==> src/rtl/hazard_pkg.sv <==
// Shared types and defaults for the RV32I pipeline hazard controller.
// Perf counters in hazard_ctrl are built only when HAZARD_PERF_EN is defined.
package hazard_pkg;

  localparam int unsigned DEF_REG_W   = 5;
  localparam int unsigned DEF_TIMEOUT = 16;
  localparam int unsigned DEF_CNT_W   = 32;

  typedef enum logic [1:0] {
    FWD_RF  = 2'b00,
    FWD_WB  = 2'b01,
    FWD_MEM = 2'b10
  } fwd_sel_t;

  typedef enum logic {
    IDLE = 1'b0,
    WAIT = 1'b1
  } mem_state_t;

endpackage

==> src/rtl/hazard_fwd_sel.sv <==
// Combinational E-stage operand forwarding selector; the M stage wins over W.
module hazard_fwd_sel
  import hazard_pkg::*;
#(
  parameter int unsigned REG_W = DEF_REG_W
) (
  input  logic [REG_W-1:0] rs,
  input  logic [REG_W-1:0] rd_m,
  input  logic [REG_W-1:0] rd_w,
  input  logic             reg_write_m,
  input  logic             reg_write_w,
  output fwd_sel_t         sel
);

  // x0 is never a forwarding source.
  always_comb begin
    sel = FWD_RF;
    if (reg_write_m && (rd_m != '0) && (rd_m == rs)) begin
      sel = FWD_MEM;
    end else if (reg_write_w && (rd_w != '0) && (rd_w == rs)) begin
      sel = FWD_WB;
    end
  end

endmodule

==> src/rtl/hazard_ctrl.sv <==
// Pipeline hazard controller: forwarding, load-use stall, branch flush, memory-wait FSM.
// Optional perf counters are enabled by defining HAZARD_PERF_EN.
module hazard_ctrl
  import hazard_pkg::*;
#(
  parameter int unsigned REG_W   = DEF_REG_W,
  parameter int unsigned TIMEOUT = DEF_TIMEOUT,
  parameter int unsigned CNT_W   = DEF_CNT_W
) (
  input  logic             clk,
  input  logic             reset,
  input  logic [REG_W-1:0] Rs1D,
  input  logic [REG_W-1:0] Rs2D,
  input  logic [REG_W-1:0] Rs1E,
  input  logic [REG_W-1:0] Rs2E,
  input  logic [REG_W-1:0] RdE,
  input  logic [REG_W-1:0] RdM,
  input  logic [REG_W-1:0] RdW,
  input  logic             RegWriteM,
  input  logic             RegWriteW,
  input  logic             LoadE,
  input  logic             PCSrcE,
  input  logic             MemReqM,
  input  logic             MemReadyM,
  output logic [1:0]       ForwardAE,
  output logic [1:0]       ForwardBE,
  output logic             StallF,
  output logic             StallD,
  output logic             StallE,
  output logic             StallM,
  output logic             FlushD,
  output logic             FlushE,
  output logic             FlushW,
  output logic             MemErr,
  output logic [CNT_W-1:0] LwStallCnt,
  output logic [CNT_W-1:0] MemStallCnt,
  output logic [CNT_W-1:0] FlushCnt
);

  localparam int unsigned WCNT_W = $clog2(TIMEOUT + 1);

  mem_state_t        state;
  logic [WCNT_W-1:0] wcnt;
  logic              mem_err_q;
  logic              mem_stall;
  logic              lw_stall;
  logic              flush_d;
  fwd_sel_t          fwd_a;
  fwd_sel_t          fwd_b;

  hazard_fwd_sel #(.REG_W(REG_W)) u_fwd_a (
    .rs          (Rs1E),
    .rd_m        (RdM),
    .rd_w        (RdW),
    .reg_write_m (RegWriteM),
    .reg_write_w (RegWriteW),
    .sel         (fwd_a)
  );

  hazard_fwd_sel #(.REG_W(REG_W)) u_fwd_b (
    .rs          (Rs2E),
    .rd_m        (RdM),
    .rd_w        (RdW),
    .reg_write_m (RegWriteM),
    .reg_write_w (RegWriteW),
    .sel         (fwd_b)
  );

  assign lw_stall = LoadE && (RdE != '0) && ((RdE == Rs1D) || (RdE == Rs2D));

  // Stall is asserted in the same cycle the memory fails to acknowledge.
  always_comb begin
    mem_stall = 1'b0;
    case (state)
      IDLE:    mem_stall = MemReqM && !MemReadyM;
      WAIT:    mem_stall = !MemReadyM && (wcnt < WCNT_W'(TIMEOUT));
      default: mem_stall = 1'b0;
    endcase
  end

  // Memory-wait FSM; wcnt counts stall cycles already issued.
  always_ff @(posedge clk or posedge reset) begin
    if (reset) begin
      state     <= IDLE;
      wcnt      <= '0;
      mem_err_q <= 1'b0;
    end else begin
      case (state)
        IDLE: begin
          if (MemReqM && !MemReadyM) begin
            state <= WAIT;
            wcnt  <= WCNT_W'(1);
          end else begin
            wcnt <= '0;
          end
        end
        WAIT: begin
          if (MemReadyM) begin
            state <= IDLE;
            wcnt  <= '0;
          end else if (wcnt < WCNT_W'(TIMEOUT)) begin
            wcnt <= wcnt + WCNT_W'(1);
          end else begin
            state     <= IDLE;
            wcnt      <= '0;
            mem_err_q <= 1'b1;
          end
        end
        default: begin
          state <= IDLE;
          wcnt  <= '0;
        end
      endcase
    end
  end

  // A branch held in E by a memory stall flushes once the stall drops.
  assign flush_d = PCSrcE & ~mem_stall;

  assign ForwardAE = reset ? FWD_RF : fwd_a;
  assign ForwardBE = reset ? FWD_RF : fwd_b;
  assign StallF    = ~reset & (lw_stall | mem_stall);
  assign StallD    = ~reset & (lw_stall | mem_stall);
  assign StallE    = ~reset & mem_stall;
  assign StallM    = ~reset & mem_stall;
  assign FlushW    = ~reset & mem_stall;
  assign FlushD    = ~reset & flush_d;
  assign FlushE    = ~reset & (lw_stall | PCSrcE) & ~mem_stall;
  assign MemErr    = mem_err_q;

`ifdef HAZARD_PERF_EN
  logic [CNT_W-1:0] lw_cnt;
  logic [CNT_W-1:0] mem_cnt;
  logic [CNT_W-1:0] flush_cnt;

  // Saturating event counters.
  always_ff @(posedge clk or posedge reset) begin
    if (reset) begin
      lw_cnt    <= '0;
      mem_cnt   <= '0;
      flush_cnt <= '0;
    end else begin
      if (lw_stall && !mem_stall && (lw_cnt != '1)) lw_cnt <= lw_cnt + CNT_W'(1);
      if (mem_stall && (mem_cnt != '1)) mem_cnt <= mem_cnt + CNT_W'(1);
      if (flush_d && (flush_cnt != '1)) flush_cnt <= flush_cnt + CNT_W'(1);
    end
  end

  assign LwStallCnt  = lw_cnt;
  assign MemStallCnt = mem_cnt;
  assign FlushCnt    = flush_cnt;
`else
  assign LwStallCnt  = '0;
  assign MemStallCnt = '0;
  assign FlushCnt    = '0;
`endif

endmodule

==> config.mk <==
export PLATFORM = sky130hd
export DESIGN_NAME = hazard_ctrl
export DESIGN_NICKNAME = d
export VERILOG_FILES = /design/src/rtl/hazard_pkg.sv /design/src/rtl/hazard_fwd_sel.sv /design/src/rtl/hazard_ctrl.sv
export SDC_FILE = /design/constraint.sdc
export NUM_CORES = 1
export LEC_CHECK = 0
export CAP_MARGIN = 40
export CORE_ASPECT_RATIO = 0.9
export CORE_MARGIN = 1
export CORE_UTILIZATION = 27
export DETAILED_ROUTE_END_ITERATION = 10
export PLACE_DENSITY = 0.79
export SLEW_MARGIN = 0
export SYNTH_ARGS = -nofsm -noshare
export SYNTH_HDL_FRONTEND = slang
export SYNTH_SLANG_ARGS = --single-unit
==> constraint.sdc <==
create_clock -name clk -period 1.25 [get_ports clk]
set_input_delay 0.125 -clock clk [delete_from_list [all_inputs] [get_ports clk]]
set_output_delay 0.125 -clock clk [all_outputs]
set_load 0.005 [all_outputs]
==> impl_metrics.sql, run 1 <==
INSERT INTO impl_metrics (metric_group, metric, value, unit) VALUES
('timing', 'fin_crit_sh', '1.267', ''),
('detailed_routing', 'total_wirelength_of_the_detailed_routed_design', '3.314', 'mm'),
('critical_path', 'critical_path.endpoint_type', 'primary output', ''),
('critical_path', 'critical_path.startpoint', 'state', ''),
('place', 'placed_instance_count', '321', ''),
('critical_path', 'regToRegStartpoint', 'state', ''),
('synthesis', 'synthCells', '183', ''),
('timing', 'report.final.hold_viol_count', '0', ''),
('synthesis', 'synth-seq-cells', '7', ''),
('floorplan', 'die_area', '5778', 'µm²'),
('detailed_routing', 'routedWlPerCell', '9.982', 'µm'),
('grt', 'grt_antenna_before_repair', '0', ''),
('timing', 'max_clock_freq', '0.6314', 'GHz'),
('grt', 'largest_net_degree_at_the_start_of_global_routing', '9', ''),
('synthesis', 'fraction_of_post_synthesis_cell_area_in_the_top_cell_type_by_area', '0.5025', ''),
('detailed_routing', 'detail_route.drc_violations', '0', ''),
('synthesis', 'synthArstFlopShare', '1.000', ''),
('floorplan', 'ioPinCount', '151', ''),
('timing', 'finalMaxSlewViolations', '0', ''),
('pwr', 'seqPwrFrac', '0.221', ''),
('final_layout', 'drive_above_1_share', '0.3434', ''),
('detailed_routing', 'via_per_inst', '3.551', ''),
('clocking', 'clk_pin_slew', '0.04', 'ns'),
('clocking', 'cts_num_sinks', '7', ''),
('final_layout', 'post-route-cell-area', '2081', 'µm²'),
('outcome', 'outcome', 'complete, but fails checks', ''),
('clocking', 'clk_root_buffer_cell', 'sky130_fd_sc_hd__clkbuf_8', ''),
('critical_path', 'timing_worst_setup_path_type', 'flop to primary output', ''),
('synthesis', 'synth_seq_area_share', '0.1184', ''),
('grt', 'groute.usage.overall', '0.1086', ''),
('grt', 'wire_length_of_the_first_global_routing_pass', '4.857', 'mm'),
('final_layout', 'antenna-diode-count', '0', ''),
('synthesis', 'synth_area_per_cell', '8.082', 'µm²'),
('grt', 'globalRoute.totalOverflow', '0', ''),
('final_layout', 'synthToLayoutAreaGrowth', '40.69', '%'),
('synthesis', 'synth_warnings', '0', ''),
('place', 'buffer_ports.inserted', '54', ''),
('pwr', 'share_comb_of_total_power', '0.494', ''),
('floorplan', 'die_height', '72.21', 'µm'),
('synthesis', 'postSynth.topFlopCell', 'sky130_fd_sc_hd__dfrtp_1', ''),
('synthesis', 'yosys.cell_count.top_type', 'sky130_fd_sc_hd__buf_4', ''),
('detailed_routing', 'antenna_left', '0', ''),
('clocking', 'clk-insertion-delay-late', '0.23', 'ns'),
('final_layout', 'final_nets', '310', ''),
('pwr', 'power.switching_fraction', '0.3425', ''),
('place', 'gp_congestion', '0.7268', ''),
('run', 'timing.max_cap.violations', '0', ''),
('pwr', 'cellInternalPower', '0.7161', 'mW'),
('final_layout', 'post_layout_nonfiller_instances', '332', ''),
('synthesis', 'synth.cell_area', '1479', 'µm²'),
('floorplan', 'floorplan.initialDensity', '0.2814', ''),
('timing', 'setup_repair_after_global_routing_missed_its_margin', 'yes', ''),
('clocking', 'cts_buffers', '3', ''),
('outcome', 'failed_checks', 'negative setup slack', ''),
('synthesis', 'post_synth_num_cell_types', '28', ''),
('floorplan', 'die_width', '80.02', 'µm'),
('synthesis', 'synth_top_area_cell', 'sky130_fd_sc_hd__buf_4', ''),
('pwr', 'p_total', '1.089', 'mW'),
('worst_hold_path', 'class_of_the_most_critical_hold_timing_path', 'input port to asynchronous set/reset pin', ''),
('floorplan', 'fp.coreArea', '5255', 'µm²'),
('detailed_routing', 'drtPass1Iterations', '3', ''),
('pwr', 'static-leakage-power', '1.107', 'nW'),
('clocking', 'tritoncts_clock_tree', 'built', ''),
('timing', 'setup_slack', '-0.3339', 'ns'),
('timing', 'final-setup-viol-count', '11', ''),
('critical_path', 'cp-start-kind', 'flop', ''),
('synthesis', 'synth.top_cells.by_area', 'sky130_fd_sc_hd__buf_4, sky130_fd_sc_hd__xor2_1, sky130_fd_sc_hd__dfrtp_1, sky130_fd_sc_hd__xnor2_1, sky130_fd_sc_hd__or4_1', ''),
('critical_path', 'crit_arrival', '1.46', 'ns'),
('critical_path', 'timing.reg2reg.worst_path_depth', '5', ''),
('critical_path', 'endpoint_of_the_worst_setup_timing_path', 'FlushE', ''),
('critical_path', 'cp_data_required_time', '1.12', 'ns');
==> how the worst min path moves through the flow <==
stage                         end  slack, ns  cells past startpoint
after floorplan            MemErr       -0.1                      1
after global placement     MemErr       0.45                      1
final                     wcnt[3]      0.005                      4
after detailed placement   MemErr       0.47                      1
after CTS                 wcnt[3]        0.1                      3
after global routing      wcnt[0]       0.03                      4
==> kinds of logic (layout without fill, tap and decap cells) <==
group	Yosys count	count (layout)	share of synthesized area
buffers and inverters	102	89	0.5101
and+or+nand+nor	31	31	0.1269
other	1	96	0.002536
adders and majority gates	1	1	0.008459
DFF	7	7	0.1184
xor gates and xnor gates	32	32	0.1895
AOI/OAI and AO/OA	9	9	0.04400
==> critical path, cell delays in order, from the launching register on <==
cell and delay, ns:
sky130_fd_sc_hd__dfrtp_1 0.40, sky130_fd_sc_hd__nand2b_4 0.17, sky130_fd_sc_hd__a21oi_4 0.07, sky130_fd_sc_hd__or3_1 0.34, sky130_fd_sc_hd__o21bai_1 0.12, sky130_fd_sc_hd__buf_2 0.13
==> state kept, by name, indices dropped and copies added, names as in the netlist <==
register	flops
wcnt	5
state	1
MemErr	1
==> layout by cell type (no fill, tap or decap), types with 2 or more instances in the layout <==
cell	count
sky130_fd_sc_hd__clkdlybuf4s15_2	2
sky130_fd_sc_hd__nor3_1	3
sky130_fd_sc_hd__nand3_2	2
sky130_fd_sc_hd__dlygate4sd2_1	13
sky130_fd_sc_hd__clkdlybuf4s50_1	6
sky130_fd_sc_hd__or4_4	5
sky130_fd_sc_hd__xnor2_1	10
sky130_fd_sc_hd__nor2_1	4
sky130_fd_sc_hd__xor2_1	20
sky130_fd_sc_hd__buf_6	9
sky130_fd_sc_hd__buf_2	12
sky130_fd_sc_hd__nor3_4	2
sky130_fd_sc_hd__clkbuf_8	3
sky130_fd_sc_hd__clkbuf_2	9
sky130_fd_sc_hd__nand2_2	3
sky130_fd_sc_hd__buf_4	25
sky130_fd_sc_hd__conb_1	96
sky130_fd_sc_hd__nor4_4	3
sky130_fd_sc_hd__nand2b_4	2
sky130_fd_sc_hd__dfrtp_1	7
sky130_fd_sc_hd__dlymetal6s2s_1	4
==> repair_timing <==
action                     4_1_cts  5_1_grt
setup endpoints to repair       11       11
resized for setup              124       52
pin swaps                       21       18
setup buffers                    6        2
hold buffers                     0        0
==> layer usage <==
metal	vias up	GRT usage	part of all wire
met3	5	0.02264	0.12
met2	83	0.2165	0.53
li1	560	-	-
met1	531	0.1113	0.33
met4	0	0.03571	0.013
met5	-	0	0
==> power groups by stage <==
| stage | Combinational [mW] | Clock, mW | Sequential [mW] |
|---|---|---|---|
| after global placement | 0.457 | 0 | 0.241 |
| after floorplan | 0.414 | 0 | 0.240 |
| after global routing | 0.597 | 0.337 | 0.242 |
| after CTS | 0.490 | 0.323 | 0.240 |
| final | 0.539 | 0.310 | 0.241 |
| after detailed placement | 0.466 | 0 | 0.242 |
==> stage by stage <==
stage               setup TNS, ns  worst slack [ns]    util  hold WS, ns
global route               -3.384           -0.4711  0.3960      0.02654
detailed placement         -8.705            -1.140  0.3574       0.4681
global placement           -8.349            -1.131  0.3574       0.4525
CTS                        -2.797           -0.3739  0.3821      0.09871
floorplan                       0          0.007973       -     -0.09606
finish                     -2.580           -0.3339  0.3960     0.005302
==> layout make-up <==
type / count / area, µm²
fillers: 558 / 3174
inverters: 3 / 15.01
multi-input cells: 169 / 1091
well taps: 67 / 83.83
flip-flops and latches: 7 / 175.2
clock buffers: 4 / 45.04
repair buffers: 82 / 670.6
(Power assumes the default switching activity.)
==> run 2: changes to the inputs <==
Settings changed: GPL_ROUTABILITY_DRIVEN set to 0.
==> results of run 2 <==
Same layout as run 1: the final DEF is identical, and so are final timing and power.
